File: config.mk
export PLATFORM = sky130hd
export DESIGN_NAME = wb_uart_rx
export DESIGN_NICKNAME = d
export VERILOG_FILES = /design/src/rtl/wb_uart_rx.sv
export SDC_FILE = /design/constraint.sdc
export NUM_CORES = 1
export LEC_CHECK = 0
export BUFFER_PORTS_ARGS = -buffer_cell sky130_fd_sc_hd__buf_4
export CAP_MARGIN = 20
export CORE_UTILIZATION = 43
export CTS_CLUSTER_SIZE = 30
export DETAILED_ROUTE_END_ITERATION = 8
export PLACE_DENSITY = 0.77
export SLEW_MARGIN = 25
export SYNTH_ARGS = -nofsm -noshare
export SYNTH_HDL_FRONTEND = slang
export SYNTH_SLANG_ARGS = --single-unit
File: constraint.sdc
create_clock -name clk_i -period 1.7 [get_ports clk_i]
set_input_delay 0.34 -clock clk_i [delete_from_list [all_inputs] [get_ports clk_i]]
set_output_delay 0.34 -clock clk_i [all_outputs]
set_load 0.1 [all_outputs]
File: src/rtl/wb_uart_rx.sv
// ---------------------------------------------------------------------------
// wb_uart_rx -- Wishbone-slave UART receiver (8N1, LSB first).
//
// Build option: define UART_RX_FIFO_EN for a FIFO_DEPTH-entry circular FIFO.
// Without it a single-byte holding register buffers received data.
//
// Ports:
//   clk_i, rst_i        system clock, synchronous active-high reset
//   wb_addr_i           byte address, only [3:2] decoded
//   wb_data_i           write data
//   wb_sel_i            byte lanes, ignored (registers are word-wide)
//   wb_we_i, wb_stb_i,
//   wb_cyc_i            Wishbone control
//   wb_ack_o            one ack per access
//   wb_data_o           registered read data
//   uart_rx_i           asynchronous serial line, idle high
//   rx_irq_o            high while the receive buffer is non-empty
//
// Registers (addr[3:2]):
//   0 DATA    read pops head byte in [7:0]; 0 when empty; writes ignored
//   1 STATUS  [0] not_empty [1] overrun (W1C) [2] frame_err (W1C) [3] full
//   2,3       read 0, writes ignored
// ---------------------------------------------------------------------------
module wb_uart_rx #(
    parameter int WB_DATA_WIDTH = 32,
    parameter int WB_ADDR_WIDTH = 32,
    parameter int CLKS_PER_BIT  = 16,
    parameter int FIFO_DEPTH    = 8
) (
    input  logic                     clk_i,
    input  logic                     rst_i,
    input  logic [WB_ADDR_WIDTH-1:0] wb_addr_i,
    input  logic [WB_DATA_WIDTH-1:0] wb_data_i,
    input  logic [3:0]               wb_sel_i,
    input  logic                     wb_we_i,
    input  logic                     wb_stb_i,
    input  logic                     wb_cyc_i,
    output logic                     wb_ack_o,
    output logic [WB_DATA_WIDTH-1:0] wb_data_o,
    input  logic                     uart_rx_i,
    output logic                     rx_irq_o
);

    localparam int CNT_W = $clog2(CLKS_PER_BIT);
    localparam logic [CNT_W-1:0] HALF_LAST = CNT_W'(CLKS_PER_BIT / 2 - 1);
    localparam logic [CNT_W-1:0] BIT_LAST  = CNT_W'(CLKS_PER_BIT - 1);

    typedef enum logic [1:0] {
        S_IDLE,
        S_START,
        S_DATA,
        S_STOP
    } state_t;

    // ---------------- line synchronizer and falling-edge detect -------------
    logic r_rx_meta;
    logic r_rx_sync;
    logic r_rx_prev;
    logic w_fall;

    always_ff @(posedge clk_i) begin
        if (rst_i) begin
            r_rx_meta <= 1'b1;
            r_rx_sync <= 1'b1;
            r_rx_prev <= 1'b1;
        end else begin
            r_rx_meta <= uart_rx_i;
            r_rx_sync <= r_rx_meta;
            r_rx_prev <= r_rx_sync;
        end
    end

    assign w_fall = r_rx_prev & ~r_rx_sync;

    // ---------------- receive FSM -------------------------------------------
    state_t     r_state, w_state_nxt;
    logic [CNT_W-1:0] r_cnt, w_cnt_nxt;
    logic [2:0] r_bit, w_bit_nxt;
    logic [7:0] r_shift, w_shift_nxt;
    logic       w_push;
    logic       w_frame_set;

    always_ff @(posedge clk_i) begin
        if (rst_i) begin
            r_state <= S_IDLE;
            r_cnt   <= '0;
            r_bit   <= '0;
            r_shift <= '0;
        end else begin
            r_state <= w_state_nxt;
            r_cnt   <= w_cnt_nxt;
            r_bit   <= w_bit_nxt;
            r_shift <= w_shift_nxt;
        end
    end

    always_comb begin
        w_state_nxt = r_state;
        w_cnt_nxt   = r_cnt + 1'b1;
        w_bit_nxt   = r_bit;
        w_shift_nxt = r_shift;
        w_push      = 1'b0;
        w_frame_set = 1'b0;
        case (r_state)
            S_IDLE: begin
                w_cnt_nxt = '0;
                if (w_fall) begin
                    w_state_nxt = S_START;
                end
            end
            S_START: begin
                if (r_cnt == HALF_LAST) begin
                    w_cnt_nxt = '0;
                    if (r_rx_sync) begin
                        // line back high at mid start bit: glitch
                        w_state_nxt = S_IDLE;
                    end else begin
                        w_bit_nxt   = '0;
                        w_state_nxt = S_DATA;
                    end
                end
            end
            S_DATA: begin
                if (r_cnt == BIT_LAST) begin
                    w_cnt_nxt   = '0;
                    w_shift_nxt = {r_rx_sync, r_shift[7:1]};
                    w_bit_nxt   = r_bit + 1'b1;
                    if (r_bit == 3'd7) begin
                        w_state_nxt = S_STOP;
                    end
                end
            end
            S_STOP: begin
                if (r_cnt == BIT_LAST) begin
                    w_cnt_nxt   = '0;
                    w_push      = r_rx_sync;
                    w_frame_set = ~r_rx_sync;
                    w_state_nxt = S_IDLE;
                end
            end
            default: begin
                w_state_nxt = S_IDLE;
            end
        endcase
    end

    // ---------------- bus decode --------------------------------------------
    logic       r_ack;
    logic [1:0] w_addr;
    logic       w_access;
    logic       w_rd;
    logic       w_wr;
    logic       w_pop;
    logic       w_wr_en;
    logic       w_not_empty;
    logic       w_full;
    logic [7:0] w_head;
    logic       w_unused;

    assign w_addr   = wb_addr_i[3:2];
    assign w_access = wb_stb_i & wb_cyc_i & ~r_ack;
    assign w_rd     = w_access & ~wb_we_i;
    assign w_wr     = w_access & wb_we_i;
    assign w_pop    = w_rd & (w_addr == 2'd0) & w_not_empty;
    // a push into a full buffer still lands when a pop frees a slot that cycle
    assign w_wr_en  = w_push & (~w_full | w_pop);
    assign w_unused = ^{wb_sel_i, wb_addr_i, wb_data_i};

    // ---------------- receive buffer ----------------------------------------
`ifdef UART_RX_FIFO_EN
    localparam int PTR_W = $clog2(FIFO_DEPTH);

    logic [7:0]       r_mem [FIFO_DEPTH];
    logic [PTR_W-1:0] r_wr_ptr;
    logic [PTR_W-1:0] r_rd_ptr;
    logic [PTR_W:0]   r_count;

    assign w_not_empty = (r_count != '0);
    assign w_full      = (r_count == (PTR_W + 1)'(FIFO_DEPTH));
    assign w_head      = r_mem[r_rd_ptr];

    always_ff @(posedge clk_i) begin
        if (w_wr_en) begin
            r_mem[r_wr_ptr] <= r_shift;
        end
    end

    always_ff @(posedge clk_i) begin
        if (rst_i) begin
            r_wr_ptr <= '0;
            r_rd_ptr <= '0;
            r_count  <= '0;
        end else begin
            if (w_wr_en) begin
                r_wr_ptr <= r_wr_ptr + 1'b1;
            end
            if (w_pop) begin
                r_rd_ptr <= r_rd_ptr + 1'b1;
            end
            case ({w_wr_en, w_pop})
                2'b10:   r_count <= r_count + 1'b1;
                2'b01:   r_count <= r_count - 1'b1;
                default: r_count <= r_count;
            endcase
        end
    end
`else
    logic [7:0] r_hold;
    logic       r_valid;

    assign w_not_empty = r_valid;
    assign w_full      = r_valid;
    assign w_head      = r_hold;

    always_ff @(posedge clk_i) begin
        if (rst_i) begin
            r_hold  <= '0;
            r_valid <= 1'b0;
        end else if (w_wr_en) begin
            r_hold  <= r_shift;
            r_valid <= 1'b1;
        end else if (w_pop) begin
            r_valid <= 1'b0;
        end
    end
`endif

    // ---------------- sticky flags ------------------------------------------
    logic r_ovr;
    logic r_fe;
    logic w_ovr_set;
    logic w_clr_ovr;
    logic w_clr_fe;

    assign w_ovr_set = w_push & ~w_wr_en;
    assign w_clr_ovr = w_wr & (w_addr == 2'd1) & wb_data_i[1];
    assign w_clr_fe  = w_wr & (w_addr == 2'd1) & wb_data_i[2];

    // set takes priority over a same-cycle clear
    always_ff @(posedge clk_i) begin
        if (rst_i) begin
            r_ovr <= 1'b0;
            r_fe  <= 1'b0;
        end else begin
            r_ovr <= w_ovr_set   | (r_ovr & ~w_clr_ovr);
            r_fe  <= w_frame_set | (r_fe  & ~w_clr_fe);
        end
    end

    // ---------------- read data and ack -------------------------------------
    logic [WB_DATA_WIDTH-1:0] w_rdata;
    logic [WB_DATA_WIDTH-1:0] r_dat;

    always_comb begin
        w_rdata = '0;
        case (w_addr)
            2'd0: begin
                if (w_not_empty) begin
                    w_rdata[7:0] = w_head;
                end
            end
            2'd1: begin
                w_rdata[3:0] = {w_full, r_fe, r_ovr, w_not_empty};
            end
            default: begin
                w_rdata = '0;
            end
        endcase
    end

    always_ff @(posedge clk_i) begin
        if (rst_i) begin
            r_ack <= 1'b0;
            r_dat <= '0;
        end else begin
            r_ack <= w_access;
            r_dat <= w_rd ? w_rdata : '0;
        end
    end

    assign wb_ack_o  = r_ack;
    assign wb_data_o = r_dat;
    assign rx_irq_o  = w_not_empty;

endmodule

### After elaboration in Yosys (flattened, before gate mapping)

Cells that the tools add are included.

| operators by class | value |
|---|---|
| multipliers | 0 |
| add/subtract/negate cells | 2 |
| bitwise logic cells | 26 |
| shift-type cells | 0 |
| multiplexer cells | 22 |
| divide/modulo/power cells | 0 |
| order comparisons | 0 |
| equality and inequality tests | 13 |
| reductions and logical operators | 10 |

Operators with widths:

| operator | count |
|---|---|
| 1-bit bitwise AND | 14 |
| 2-bit 2-to-1 mux | 6 |
| 2-bit inequality test (second input constant) | 6 |
| 4-bit case mux with 3 select lines | 1 |
| 3-bit 2-to-1 mux | 3 |
| 1-bit inverter | 9 |
| 4-bit 2-to-1 mux | 2 |
| 8-bit 2-to-1 mux | 1 |
| 2-bit case mux with 4 select lines | 1 |
| 4-bit case mux with 2 select lines | 1 |
| 1-bit 2-to-1 mux | 6 |
| 3-bit case mux with 2 select lines | 1 |
| 5-bit AND reduction | 1 |
| 4-bit by 1-bit adder with 4-bit output (second input constant) | 1 |
| 2-bit by 1-bit == test with 1-bit output (second input constant) | 2 |
| 2-bit == test (second input constant) | 2 |
| 4-bit by 3-bit == test with 1-bit output (second input constant) | 1 |
| 4-bit == test (second input constant) | 1 |
| 2-bit zero test | 2 |
| 4-bit AND reduction | 1 |
| 2-bit nonzero test | 2 |
| 2-bit OR reduction | 2 |
| 4-bit OR reduction | 1 |
| 3-bit by 1-bit adder with 3-bit output (second input constant) | 1 |
| 3 further kinds | 5 |

| storage, ports and cells | value |
|---|---|
| memory bits (read-only) | 0 |
| memories | 0 |
| word-level logic and storage cells | 88 |
| register bits after elaboration | 64 |
| input bits | 74 |
| memory bits (writable) | 0 |
| bits in latches | 0 |
| output and inout bits | 34 |

### Longest topological paths before layout

Gate-level depths: netlist of run 1.

| depth | value |
|---|---|
| depth in word-level cells | 10 |
| mapped depth | 6 |
| mapped depth without buffers | 5 |

### Worst setup path after synthesis of run 1

No wires, ideal clock.

| timing path | value |
|---|---|
| kind | register -> register |
| from | reg r_ack, in the netlist wb_ack_o |
| to | reg r_hold[1] |
| required time | 1.630 ns |
| clock period less this slack | 1.995 ns |
| slack | -0.295 ns |
| setup time | 0.070 ns |
| path buffers | 1 |
| stages on the path, launching flop included | 6 |
| arrival | 1.925 ns |
| cell sequence | dfxtp_1 and4bb_2 a21boi_2 buf_2 o21ai_0 a21oi_1 |

| on the way | value |
|---|---|
| word-level cells in the longest chain between the ends | 7 |

Ends and longest elaborated chain:

| item | RTL line | text |
|---|---|---|
| start, declared | 148 | `logic r_ack;` |
| start signal, assigned | 276 | `r_ack <= w_access;` |
| 1-bit inverter | 161 | `assign w_access = wb_stb_i & wb_cyc_i & ~r_ack;` |
| 1-bit bitwise AND | 161 |  |
| 1-bit bitwise AND | 162 | `assign w_rd = w_access & ~wb_we_i;` |
| 1-bit bitwise AND (2 in series) | 164 | `assign w_pop = w_rd & (w_addr == 2'd0) & w_not_empty;` |
| 1-bit OR | 166 | `assign w_wr_en = w_push & (~w_full \| w_pop);` |
| 1-bit bitwise AND | 166 |  |
| end signal, assigned | 220 | `r_hold <= r_shift;` |
| end, declared | 208 | `logic [7:0] r_hold;` |

Every way passes these cells.
A chain may end at the register's enable or synchronous reset.

### Worst setup path in the final report of run 1

| timing path | value |
|---|---|
| from | reg r_cnt[0] |
| to | reg r_shift[2] |

| on the way | value |
|---|---|
| word-level cells in the longest chain between the ends | 2 |

Ends and longest elaborated chain:

| item | RTL line | text |
|---|---|---|
| start, declared | 77 | `logic [CNT_W-1:0] r_cnt, w_cnt_nxt;` |
| start signal, assigned | 91 | `r_cnt <= w_cnt_nxt;` |
| 4-bit == test | 124 | `if (r_cnt == BIT_LAST) begin` |
| 2-bit AND reduction (no line) | -- |  |
| end signal, assigned | 93 | `r_shift <= w_shift_nxt;` |
| end, declared | 79 | `logic [7:0] r_shift, w_shift_nxt;` |

Every way passes these cells.

==> implementation parameters, run 1 <==
Parameter                              Value

Status
  Result of the run    finished, final reports clean

Setup path
  Crit Path Max Fanout    8
  Launching point of the worst reg2reg path    r_cnt[0]
  Kind of start point of the critical path    register
  Worst-case register-to-register setup slack    0.12 ns
  Type of destination of the critical path    register
  Worst setup path class    register to register
  Critical path data arrival time    1.76 ns
  RR Endpoint    r_shift[2]
  Worst reg-to-reg path cell count    6
  Critical Path RT    1.88 ns

Drt
  Number of DRC violations after detailed routing    0
  Number of search-and-repair iterations in the first detailed-routing pass    4
  Vias    1280
  Vias/cell    4.79
  Sum of routed wire length over all layers    2930 um
  DRC violation total after the first TritonRoute iteration    59
  Final routed wire length divided by cell count    11.0 um
  Final antenna-violating net count    0

Hold path
  Hold_sp    uart_rx_i
  Hold Crit Endpoint    r_rx_meta
  Hold crit path type    primary input to register
  Hold Path Depth    2

Global routing
  Wire length of the first global-routing pass    4760 um
  Antenna violations before repair    0
  Maximum number of pins on one net before global-route repair    32
  Total track usage    0.144
  Via count of the first global-routing pass    1050
  GR Overflow Total    0

Timing
  Post-route clock period utilization    0.928
  Worst hold slack after final layout    0.226 ns
  Worst setup slack after layout    0.122 ns
  Time the worst path needs with I/O delays and setup    1.58 ns
  Worst clock skew    0.00566 ns
  Hold violation count in the final report    0
  Count of final max-slew check failures    0
  Unrepaired setup endpoints after global routing    no
  Final setup violation count    0
  Maximum clock rate    0.634 GHz
  Aggregate negative setup slack    0 ns

Clocking
  Clock H-tree levels    2
  Post-cts hold buffer count    0
  Root buffer cell    sky130_fd_sc_hd__clkbuf_8
  Number of sinks on the clock net    40
  CTS clk-pin slew, worst paths    0.08 ns
  Worst skew pair latency    0.29 ns
  CTS max path bufs    2
  Clock tree from TritonCTS    yes
  Number of buffers created by CTS    5

Floorplan
  Initial core utilization    0.450
  Die height    66.7 um
  Number of placed I/O pins    108
  Row count    23
  Core Footprint    4000 um^2
  Total Die Area    4450 um^2
  Die W    66.7 um

Pwr
  Cell internal pwr    1.30 mW
  Seq pwr share    0.495
  Pwr dens    941 nW/um^2
  Switching part of the total    0.321
  Switching power    0.613 mW
  Total power    1.91 mW
  Max VDD drop    0.318 mV
  Relative contribution of combinational cells to total power    0.155
  Share of power burned in the clock network    0.350
  Leakage power summed over all cells    0.798 nW

Layout
  Post-layout instance area    2030 um^2
  Count of fill cells added during filler insertion    380
  Count of inserted antenna diode cells    0
  Fraction of final layout cells with drive strength greater than 1    0.235
  # nets final    293
  Area grow syn2layout    12.8%

Synthesis
  Cell Area, Synth    1800 um^2
  Synthesis warning total    0
  Post-synthesis cell count    193
  Sequential area share after synthesis    0.444
  Unique masters post-synth    40
  Number of synthesized register bits    40
  Mean cell area of the mapped netlist    9.34 um^2

Placement
  Global placer's final weighted congestion    0.724
  Number of port buffers    19
  Worst slack at placement    0.0846 ns
  Sum of net half-perimeters after detailed placement    1950 um
  Cell area after placement    1930 um^2

Run
  Maxcap violations    0
## cells in the final DEF, fill, tap and decap left out, types with 2 or more instances in the layout
cell type / instances
sky130_fd_sc_hd__dfxtp_1: 38
sky130_fd_sc_hd__buf_4: 26
sky130_fd_sc_hd__nor2_1: 25
sky130_fd_sc_hd__conb_1: 24
sky130_fd_sc_hd__a21oi_1: 15
sky130_fd_sc_hd__mux2i_1: 8
sky130_fd_sc_hd__or3b_1: 8
sky130_fd_sc_hd__nand2_1: 7
sky130_fd_sc_hd__o21ai_0: 6
sky130_fd_sc_hd__clkbuf_8: 6
sky130_fd_sc_hd__o21ai_1: 5
sky130_fd_sc_hd__and2_1: 4
sky130_fd_sc_hd__or2_2: 3
sky130_fd_sc_hd__and3b_1: 2
sky130_fd_sc_hd__and3_1: 2
sky130_fd_sc_hd__nand3_1: 2
sky130_fd_sc_hd__nand2b_1: 2
sky130_fd_sc_hd__nand3b_1: 2
sky130_fd_sc_hd__a22o_2: 2
sky130_fd_sc_hd__mux2_2: 2
sky130_fd_sc_hd__inv_1: 2
sky130_fd_sc_hd__nand4_1: 2
sky130_fd_sc_hd__nor3_1: 2
sky130_fd_sc_hd__ha_1: 2
sky130_fd_sc_hd__clkinvlp_4: 2
sky130_fd_sc_hd__dfxtp_2: 2
## layout make-up
| type | instances | area, um^2 | share of cell area |
|---|---|---|---|
| Tap cell | 50 | 62.6 | 0.0308 |
| Multi-Input combinational cell | 140 | 847 | 0.417 |
| Clock buffer | 6 | 82.6 | 0.0406 |
| Timing Repair Buffer | 27 | 215 | 0.106 |
| Inverter | 2 | 7.51 | 0.00369 |
| Clock inverter | 2 | 15.0 | 0.00738 |
| Sequential cell | 40 | 803 | 0.395 |
## stage by stage
stage / util / std cells
2_1_floorplan: - / 216
3_3_place_gp: 0.483 / 259
3_5_place_dp: 0.483 / 259
4_1_cts: 0.508 / 267
5_1_grt: 0.508 / 267
6_report: 0.508 / 267
## repair_timing
item / 4_1_cts / 5_1_grt
resized for setup: 0 / 1
setup endpoints to repair: 0 / 2
endpoints found under the hold margin: 0 / 0
setup buffers: 0 / 0
## routing by layer
layer  track usage  routed length, um
met1         0.185               1390
met2         0.213               1320
met3        0.0462                160
met4        0.0718                 63
met5             0                  0
## synthesized netlist by cell type
cell	instances	area, um^2
sky130_fd_sc_hd__mux2i_1	8	80.1
sky130_fd_sc_hd__buf_6	1	11.3
sky130_fd_sc_hd__and2_1	4	25.0
sky130_fd_sc_hd__a31o_2	1	8.76
sky130_fd_sc_hd__nor3_1	2	10.0
sky130_fd_sc_hd__nor2_1	25	93.8
sky130_fd_sc_hd__nand4_4	1	21.3
sky130_fd_sc_hd__nand4_1	2	12.5
sky130_fd_sc_hd__and3_4	1	11.3
sky130_fd_sc_hd__dfxtp_1	40	801
sky130_fd_sc_hd__o31ai_1	1	7.51
sky130_fd_sc_hd__a31oi_1	1	6.26
sky130_fd_sc_hd__a21oi_1	15	75.1
sky130_fd_sc_hd__mux2_2	2	22.5
sky130_fd_sc_hd__or3b_1	8	70.1
sky130_fd_sc_hd__buf_2	5	25.0
sky130_fd_sc_hd__nor3b_1	1	7.51
sky130_fd_sc_hd__a211oi_1	1	7.51
sky130_fd_sc_hd__nand3_1	2	10.0
sky130_fd_sc_hd__and4bb_2	1	12.5
sky130_fd_sc_hd__a22oi_1	1	7.51
sky130_fd_sc_hd__conb_1	1	3.75
sky130_fd_sc_hd__o21ai_1	5	25.0
sky130_fd_sc_hd__clkbuf_1	3	11.3
sky130_fd_sc_hd__and3b_1	2	17.5
sky130_fd_sc_hd__and3_1	2	12.5
sky130_fd_sc_hd__nand3b_1	2	15.0
sky130_fd_sc_hd__nand2b_1	2	12.5
sky130_fd_sc_hd__a22o_2	2	20.0
sky130_fd_sc_hd__a21boi_2	1	11.3
sky130_fd_sc_hd__or2_2	3	18.8
sky130_fd_sc_hd__o21bai_1	1	7.51
sky130_fd_sc_hd__ha_1	3	37.5
sky130_fd_sc_hd__xnor2_1	1	8.76
sky130_fd_sc_hd__nor2b_4	1	13.8
sky130_fd_sc_hd__o21ai_0	6	30.0
sky130_fd_sc_hd__inv_1	2	7.51
sky130_fd_sc_hd__nand2_1	7	26.3
sky130_fd_sc_hd__buf_4	25	188
sky130_fd_sc_hd__a221oi_1	1	8.76
## power groups by stage
| stage | clock (mW) | sequential [mW] | combinational, mW |
|---|---|---|---|
| 4_1_cts | 0.681 | 0.946 | 0.296 |
| 3_5_place_dp | 0 | 0.969 | 0.296 |
| 5_1_grt | 0.734 | 0.948 | 0.308 |
| 3_3_place_gp | 0 | 0.968 | 0.295 |
| 6_report | 0.670 | 0.946 | 0.296 |
| 2_1_floorplan | 0 | 0.975 | 0.305 |
## cell families (layout without fill, tap and decap cells)
logic type                 count (synthesis)  count (layout)  synth area share
muxes                                     10              10            0.0569
and+or+nand+nor                           66              66             0.217
AOI/OAI and AO/OA                         36              36             0.119
adders and majority gates                  3               3            0.0208
xor gates and xnor gates                   1               1           0.00486
DFF                                       40              40             0.444
other                                      1              24           0.00208
buffers and inverters                     36              37             0.135
## sequential cells by signal, indices dropped and copies added (netlist names), named ones only
| register | flops |
|---|---|
| r_rx_meta | 1 |
| r_ovr | 1 |
| r_cnt | 4 |
| r_rx_sync | 1 |
| wb_data_o | 8 |
| r_shift | 8 |
| r_hold | 8 |
| r_state | 1 |
| r_bit | 3 |
| r_fe | 1 |
| wb_ack_o | 1 |
| rx_irq_o | 1 |
| r_rx_prev | 1 |
## worst max path at each step
stage	from	endpoint
floorplan	wb_ack_o	r_hold[1]
global placement	r_cnt[0]	r_shift[2]
detailed placement	r_cnt[0]	r_shift[2]
CTS	r_cnt[0]	r_shift[2]
global route	r_cnt[0]	r_shift[2]
finish	r_cnt[0]	r_shift[2]
## critical path, cell delays in order (launching register included)
cell and delay (ns):
sky130_fd_sc_hd__dfxtp_1 0.37, sky130_fd_sc_hd__ha_2 0.24, sky130_fd_sc_hd__and3_4 0.21, sky130_fd_sc_hd__and3b_1 0.18, sky130_fd_sc_hd__buf_4 0.20, sky130_fd_sc_hd__mux2i_1 0.22
sky130_fd_sc_hd__nor2_1 0.05
(Power assumes the default switching activity.)
==> run 2: changes to the inputs <==
- ABC_AREA: not set -> 1
==> implementation parameters, run 2 <==
Parameter                              Value

Status
  Result of the run    finished, final reports clean (unchanged)

Synthesis
  Post-synthesis cell count    233 (was 193)
  Xor-xnor portion of the synthesized cell area    0.00982 (was 0.00486)
  Count of flip-flops with a built-in enable after synthesis    0 (unchanged)
  Async set or reset register ratio after synthesis    0 (unchanged)
  Area share of the leading cell type in the synthesized netlist    0.449 (was 0.444)
  Unique masters post-synth    24 (was 40)
  Simple-gate portion of the synthesized area    0.258 (was 0.217)
  Fraction of the mapped netlist area in compound gates    0.0799 (was 0.119)
  Top FF cell, synth    sky130_fd_sc_hd__dfxtp_1 (unchanged)
  Mean cell area of the mapped netlist    7.66 um^2 (was 9.34 um^2)
  Cell with the most instances after synthesis    sky130_fd_sc_hd__nor2_1 (was sky130_fd_sc_hd__dfxtp_1)
  Portion of netlist area occupied by mux cells    0 (was 0.0569)
  Sequential area share after synthesis    0.449 (was 0.444)
  Synth Area in Adders    0.0210 (was 0.0208)
  Number of synthesized register bits    40 (unchanged)
  Main area contributors after synthesis    sky130_fd_sc_hd__dfxtp_1 (45%), sky130_fd_sc_hd__buf_4 (10%), sky130_fd_sc_hd__nor2_1 (9.0%) (was sky130_fd_sc_hd__dfxtp_1 (44%), sky130_fd_sc_hd__buf_4 (10%), sky130_fd_sc_hd__nor2_1 (5.2%))
  Commonest cells in the synthesized netlist    sky130_fd_sc_hd__nor2_1 (43), sky130_fd_sc_hd__dfxtp_1 (40), sky130_fd_sc_hd__nand2_1 (31), sky130_fd_sc_hd__inv_1 (30), sky130_fd_sc_hd__buf_4 (24) (was sky130_fd_sc_hd__dfxtp_1 (40), sky130_fd_sc_hd__buf_4 (25), sky130_fd_sc_hd__nor2_1 (25), sky130_fd_sc_hd__a21oi_1 (15))
  Combinational family with the most area after synthesis    simple AND/OR/NAND/NOR gates (unchanged)
  Cell Area, Synth    1780 um^2 (was 1800 um^2)
  Synthesis warning total    0 (unchanged)
  Largest area contributor in the synthesized netlist    sky130_fd_sc_hd__dfxtp_1 (unchanged)

Setup path
  Worst reg-to-reg path cell count    8 (was 6)
  Critical path cell sequence    ha_1 > nand3_4 > nor3_4 > buf_4 > inv_4 > nor2_8 > nor2_1 > nor2_1 (was ha_2 > and3_4 > and3b_1 > buf_4 > mux2i_1 > nor2_1)
  Kind of start point of the critical path    register (unchanged)
  Type of destination of the critical path    register (unchanged)
  Crit Path Max Fanout    9 (was 8)
  CP Buf/Inv Count    2 (was 1)
  Critical path data arrival time    1.72 ns (was 1.76 ns)
  Worst setup path class    register to register (unchanged)
  Crit-path leading delay family    simple AND/OR/NAND/NOR gates (unchanged)
  Launching point of the worst reg2reg path    r_cnt[0] (unchanged)
  Worst Setup SP    r_cnt[0] (unchanged)
  Worst-case register-to-register setup slack    0.21 ns (was 0.12 ns)
  Most common cell on crit path    sky130_fd_sc_hd__nor2_1
  RR Endpoint    r_hold[0] (was r_shift[2])
  Crit path largest cell delay    0.36 ns (was 0.37 ns)
  Standard cell with the maximum stage delay on the critical path    sky130_fd_sc_hd__dfxtp_1 (unchanged)
  Critical Path RT    1.94 ns (was 1.88 ns)

Hold path
  Hold crit path type    primary input to register (unchanged)
  Hold Crit Endpoint    r_rx_meta (unchanged)
  Hold Path Depth    2 (unchanged)
  Hold_sp    uart_rx_i (unchanged)

Clocking
  CTS max path bufs    2 (unchanged)
  CTS clk-pin slew, worst paths    0.07 ns (was 0.08 ns)
  Post-cts hold buffer count    0 (unchanged)
  Clock tree from TritonCTS    yes (unchanged)
  Number of buffers created by CTS    5 (unchanged)
  Root buffer cell    sky130_fd_sc_hd__clkbuf_8 (unchanged)
  Number of sinks on the clock net    40 (unchanged)
  Clock H-tree levels    2 (unchanged)
  Worst skew pair latency    0.29 ns (about the same)

Drt
  DRC violation total after the first TritonRoute iteration    47 (was 59)
  Number of search-and-repair iterations in the first detailed-routing pass    4 (unchanged)
  Vias    1340 (was 1280)
  Vias/cell    4.35 (was 4.79)
  Sum of routed wire length over all layers    2650 um (was 2930 um)
  Final routed wire length divided by cell count    8.61 um (was 11.0 um)
  Final antenna-violating net count    0 (unchanged)
  Number of DRC violations after detailed routing    0 (unchanged)

Timing
  Aggregate negative setup slack    0 ns (unchanged)
  Post-route clock period utilization    0.874 (was 0.928)
  Final setup violation count    0 (unchanged)
  Maximum clock rate    0.673 GHz (was 0.634 GHz)
  Count of final max-slew check failures    0 (unchanged)
  Hold violation count in the final report    0 (unchanged)
  Time the worst path needs with I/O delays and setup    1.49 ns (was 1.58 ns)
  Worst setup slack after layout    0.213 ns (was 0.122 ns)
  Worst clock skew    0.00498 ns (was 0.00566 ns)
  Unrepaired setup endpoints after global routing    no (unchanged)

Global routing
  Antenna violations before repair    0 (unchanged)
  Via count of the first global-routing pass    1187 (was 1050)
  GR Overflow Total    0 (unchanged)
  Maximum number of pins on one net before global-route repair    22 (was 32)
  Total track usage    0.146 (was 0.144)
  Wire length of the first global-routing pass    4760 um (unchanged)

Pwr
  Switching power    0.628 mW (was 0.613 mW)
  Max VDD drop    0.402 mV (was 0.318 mV)
  Cell internal pwr    1.32 mW (was 1.30 mW)
  Total power    1.95 mW (was 1.91 mW)
  Pwr dens    970 nW/um^2 (was 941 nW/um^2)
  Relative contribution of combinational cells to total power    0.174 (was 0.155)
  Switching part of the total    0.323 (was 0.321)
  Seq pwr share    0.495 (about the same)
  Share of power burned in the clock network    0.330 (was 0.350)
  Leakage power summed over all cells    0.883 nW (was 0.798 nW)

Placement
  Number of port buffers    19 (unchanged)
  Sum of net half-perimeters after detailed placement    1940 um (was 1950 um)
  Worst slack at placement    0.182 ns (was 0.0846 ns)
  Cell area after placement    1910 um^2 (was 1930 um^2)
  Global placer's final weighted congestion    0.794 (was 0.724)

Floorplan
  Die height    66.4 um (was 66.7 um)
  Die W    66.4 um (was 66.7 um)
  Initial core utilization    0.446 (was 0.450)
  Core Footprint    4000 um^2 (unchanged)
  Row count    23 (unchanged)
  Total Die Area    4410 um^2 (was 4450 um^2)
  Number of placed I/O pins    108 (unchanged)

Run
  Maxcap violations    0 (unchanged)

Layout
  Count of fill cells added during filler insertion    394 (was 380)
  Area grow syn2layout    12.5% (was 12.8%)
  Final cell utilization of the core    0.502 (was 0.508)
  Fraction of final layout cells with drive strength greater than 1    0.155 (was 0.235)
  # nets final    334 (was 293)
  Post-layout instance area    2010 um^2 (was 2030 um^2)
  Commonest cells after routing, fill and taps aside    sky130_fd_sc_hd__nor2_1 (43), sky130_fd_sc_hd__dfxtp_1 (38), sky130_fd_sc_hd__nand2_1 (31), sky130_fd_sc_hd__inv_1 (30), sky130_fd_sc_hd__conb_1 (24) (was sky130_fd_sc_hd__dfxtp_1 (38), sky130_fd_sc_hd__buf_4 (26), sky130_fd_sc_hd__nor2_1 (25), sky130_fd_sc_hd__conb_1 (24), sky130_fd_sc_hd__a21oi_1 (15))
  Count of inserted antenna diode cells    0 (unchanged)
  Commonest non-fill, non-tap cell in the layout    sky130_fd_sc_hd__nor2_1 (was sky130_fd_sc_hd__dfxtp_1)
==> run 2: worst max-delay path by stage <==
stage,depth (start not counted),slack (ns),end
after floorplan,9,0.12,r_hold[0]
after global placement,8,0.19,r_hold[7]
after detailed placement,8,0.18,r_hold[0]
after CTS,8,0.15,r_hold[0]
after global routing,8,0.009,r_hold[0]
final,8,0.21,r_hold[0]
==> run 2: cell families (layout without fill, tap and decap cells) <==
family / Yosys count / count (layout)
adder cells (fa/ha/maj): 3 / 3
AND/OR/NAND/NOR: 99 / 99
AO/OA/AOI/OAI: 28 / 28
XOR/XNOR: 2 / 2
buffers and inverters: 60 / 62
flip-flops: 40 / 40
other: 1 / 24
==> run 2: layer usage <==
layer	vias to the layer above	track usage	wire length, um
li1	727	-	-
met1	564	0.165	1240
met2	44	0.235	1180
met3	5	0.0517	167
met4	0	0.0878	74
met5	-	0	0
==> run 2: repair_timing <==
| item | in CTS | in global routing |
|---|---|---|
| setup buffers | 0 | 0 |
| resized for setup | 0 | 1 |
| setup endpoints to repair | 0 | 1 |
==> run 2: power groups by stage <==
stage | logic [mW] | clock network [mW] | registers, mW
floorplan | 0.343 | 0 | 0.989
global placement | 0.338 | 0 | 0.984
detailed placement | 0.340 | 0 | 0.985
CTS | 0.340 | 0.667 | 0.963
global route | 0.364 | 0.701 | 0.966
finish | 0.340 | 0.643 | 0.964
==> run 2: cell type report <==
class                           count  area (um^2)  area share
Timing Repair Buffer               23          173      0.0860
Inverter                           31          119      0.0592
Multi-Input combinational cell    156          756       0.377
Tap cell                           50         62.6      0.0312
Clock buffer                        7         86.3      0.0430
Clock inverter                      1         7.51     0.00374
Sequential cell                    40          803       0.400
==> run 2: metrics by stage <==
stage	std cells	hold WS, ns
2_1_floorplan	256	0.389
3_3_place_gp	300	0.391
3_5_place_dp	300	0.399
4_1_cts	308	0.216
5_1_grt	308	0.225
6_report	308	0.227
==> run 3: changes to the inputs <==
- RECOVER_POWER: not set -> 25
- SETUP_SLACK_MARGIN: not set -> 0.1
- SLEW_MARGIN: 25 -> not set
==> implementation parameters, run 3 (synthesized netlist as in run 2, its figures left out) <==
Parameter                              Value

Pwr
  Seq pwr share    0.495 (about the same)
  Share of power burned in the clock network    0.331 (was 0.330)
  Max VDD drop    0.403 mV (was 0.402 mV)
  Relative contribution of combinational cells to total power    0.174 (about the same)
  Cell internal pwr    1.32 mW (about the same)
  Switching power    0.630 mW (was 0.628 mW)
  Leakage power summed over all cells    0.875 nW (was 0.883 nW)
  Pwr dens    968 nW/um^2 (was 970 nW/um^2)
  Switching part of the total    0.323 (about the same)

Timing
  Time the worst path needs with I/O delays and setup    1.43 ns (was 1.49 ns)
  Worst clock skew    0.00496 ns (was 0.00498 ns)
  Maximum clock rate    0.699 GHz (was 0.673 GHz)
  Count of final max-slew check failures    0 (unchanged)
  Aggregate negative setup slack    0 ns (unchanged)
  Post-route clock period utilization    0.841 (was 0.874)
  Unrepaired setup endpoints after global routing    no (unchanged)
  Final setup violation count    0 (unchanged)
  Hold violation count in the final report    0 (unchanged)
  Slew of the pin with the lowest slew margin    0.537 ns
  Slew Limit Headroom    0.643

Global routing
  Via count of the first global-routing pass    1187 (unchanged)
  Total track usage    0.146 (unchanged)
  Antenna violations before repair    0 (unchanged)
  GR Overflow Total    0 (unchanged)
  Wire length of the first global-routing pass    4760 um (unchanged)
  Maximum number of pins on one net before global-route repair    22 (unchanged)

Clocking
  CTS clk-pin slew, worst paths    0.07 ns (about the same)
  Number of buffers created by CTS    5 (unchanged)
  Postcts setup bufs    0 (unchanged)
  Post-cts hold buffer count    0 (unchanged)
  Worst skew pair latency    0.29 ns (about the same)
  Clock tree from TritonCTS    yes (unchanged)
  Number of sinks on the clock net    40 (unchanged)
  Cts repair resizes    0 (unchanged)
  Root buffer cell    sky130_fd_sc_hd__clkbuf_8 (unchanged)
  CTS max path bufs    2 (unchanged)
  Clock H-tree levels    2 (unchanged)

Layout
  Final cell count without fillers    308 (unchanged)
  Count of inserted antenna diode cells    0 (unchanged)
  Post-layout instance area    2010 um^2 (about the same)
  Fraction of final layout cells with drive strength greater than 1    0.151 (was 0.155)
  Commonest cells after routing, fill and taps aside    sky130_fd_sc_hd__nor2_1 (43), sky130_fd_sc_hd__dfxtp_1 (39), sky130_fd_sc_hd__nand2_1 (31), sky130_fd_sc_hd__inv_1 (30), sky130_fd_sc_hd__conb_1 (24) (was sky130_fd_sc_hd__nor2_1 (43), sky130_fd_sc_hd__dfxtp_1 (38), sky130_fd_sc_hd__nand2_1 (31), sky130_fd_sc_hd__inv_1 (30), sky130_fd_sc_hd__conb_1 (24))
  Commonest non-fill, non-tap cell in the layout    sky130_fd_sc_hd__nor2_1 (unchanged)
  Area grow syn2layout    12.8% (was 12.5%)
  # nets final    334 (unchanged)

Setup path
  Critical path data arrival time    1.67 ns (was 1.72 ns)
  Most common cell on crit path    sky130_fd_sc_hd__nor2_1 (unchanged)
  Crit path depth    8 (unchanged)
  Standard cell with the maximum stage delay on the critical path    sky130_fd_sc_hd__dfxtp_1 (unchanged)
  RR Endpoint    r_hold[0] (unchanged)
  Crit Path Max Fanout    9 (unchanged)
  Worst reg-to-reg path cell count    8 (unchanged)
  CP Buf/Inv Count    2 (unchanged)
  Critical path cell sequence    ha_4 > nand3_4 > nor3_4 > buf_4 > inv_4 > nor2_8 > nor2_1 > nor2_1 (was ha_1 > nand3_4 > nor3_4 > buf_4 > inv_4 > nor2_8 > nor2_1 > nor2_1)
  Worst Setup SP    r_cnt[0] (unchanged)
  Worst-case register-to-register setup slack    0.27 ns (was 0.21 ns)
  Critical Path RT    1.94 ns (about the same)
  Kind of start point of the critical path    register (unchanged)
  Launching point of the worst reg2reg path    r_cnt[0] (unchanged)
  Worst setup path class    register to register (unchanged)
  Type of destination of the critical path    register (unchanged)
  Crit-path leading delay family    simple AND/OR/NAND/NOR gates (unchanged)
  Crit path largest cell delay    0.40 ns (was 0.36 ns)

Drt
  Vias    1340 (unchanged)
  DRC violation total after the first TritonRoute iteration    47 (unchanged)
  Final routed wire length divided by cell count    8.66 um (was 8.61 um)
  Vias/cell    4.35 (unchanged)
  Sum of routed wire length over all layers    2670 um (was 2650 um)
  Number of search-and-repair iterations in the first detailed-routing pass    4 (unchanged)
  Number of DRC violations after detailed routing    0 (unchanged)
  Final antenna-violating net count    0 (unchanged)

Hold path
  Hold Crit Endpoint    r_rx_meta (unchanged)
  Hold crit path type    primary input to register (unchanged)
  Hold_sp    uart_rx_i (unchanged)
  Hold Path Depth    2 (unchanged)

Status
  Result of the run    finished, final reports clean (unchanged)

Placement
  Number of port buffers    19 (unchanged)
  Global placer's final weighted congestion    0.794 (unchanged)
  Post-placement cell count    300 (unchanged)
  Cell area after placement    1910 um^2 (unchanged)
  Sum of net half-perimeters after detailed placement    1940 um (unchanged)

Floorplan
  Core Footprint    4000 um^2 (unchanged)
  Number of placed I/O pins    108 (unchanged)
  Row count    23 (unchanged)
  Initial core utilization    0.446 (unchanged)
  Die W    66.4 um (unchanged)
  Total Die Area    4410 um^2 (unchanged)
  Die height    66.4 um (unchanged)

Run
  Maxcap violations    0 (unchanged)
-- run 3: cell count changes in the layout (fill, tap and decap cells not counted) --
| cell | change |
|---|---|
| sky130_fd_sc_hd__buf_4 | -2 |
| sky130_fd_sc_hd__clkbuf_1 | +1 |
| sky130_fd_sc_hd__clkbuf_2 | +1 |
| sky130_fd_sc_hd__dfxtp_1 | +1 |
| sky130_fd_sc_hd__dfxtp_2 | -1 |
| sky130_fd_sc_hd__ha_1 | -1 |
| sky130_fd_sc_hd__ha_4 | +1 |
-- run 3: how the worst max path moves through the flow --
stage	endpoint	slack (ns)
2_1_floorplan	r_hold[0]	0.12
3_3_place_gp	r_hold[7]	0.19
3_5_place_dp	r_hold[0]	0.18
4_1_cts	r_hold[0]	0.15
5_1_grt	r_hold[0]	0.11
6_report	r_hold[0]	0.27
-- run 3: power groups by stage --
stage          sequential [mW]  combinational (mW)  clock, mW
6_report                 0.964               0.339      0.644
5_1_grt                  0.966               0.363      0.700
4_1_cts                  0.963               0.340      0.667
3_5_place_dp             0.985               0.340          0
3_3_place_gp             0.984               0.338          0
2_1_floorplan            0.989               0.343          0
-- run 3: area by class of cell --
class,count,area (um^2)
Multi-Input combinational cell,156,768
Clock buffer,7,86.3
Clock inverter,1,7.51
Sequential cell,40,802
Fill cell,394,1990
Timing Repair Buffer,23,166
Tap cell,50,62.6
Inverter,31,119
-- run 3: worst register-to-register path, stage by stage, from the launching register on --
cell and delay (ns):
sky130_fd_sc_hd__dfxtp_1 0.40, sky130_fd_sc_hd__ha_4 0.18, sky130_fd_sc_hd__nand3_4 0.13, sky130_fd_sc_hd__nor3_4 0.13, sky130_fd_sc_hd__buf_4 0.18, sky130_fd_sc_hd__inv_4 0.06
sky130_fd_sc_hd__nor2_8 0.15, sky130_fd_sc_hd__nor2_1 0.06, sky130_fd_sc_hd__nor2_1 0.09
-- run 3: routing by layer --
layer / global-route usage / vias up / part of all wire
met5: 0 / - / 0
met1: 0.165 / 564 / 0.47
met4: 0.0878 / 0 / 0.028
met2: 0.235 / 44 / 0.44
li1: - / 727 / -
met3: 0.0517 / 5 / 0.063
-- run 3: per-stage QoR --
step	total power, mW	hold WS (ns)	utilization	worst slack, ns
final	1.95	0.227	0.503	0.270
after global routing	2.03	0.225	0.503	0.109
after CTS	1.97	0.216	0.500	0.151
after detailed placement	1.33	0.399	0.476	0.182
after global placement	1.32	0.391	0.476	0.194
after floorplan	1.33	0.389	-	0.120
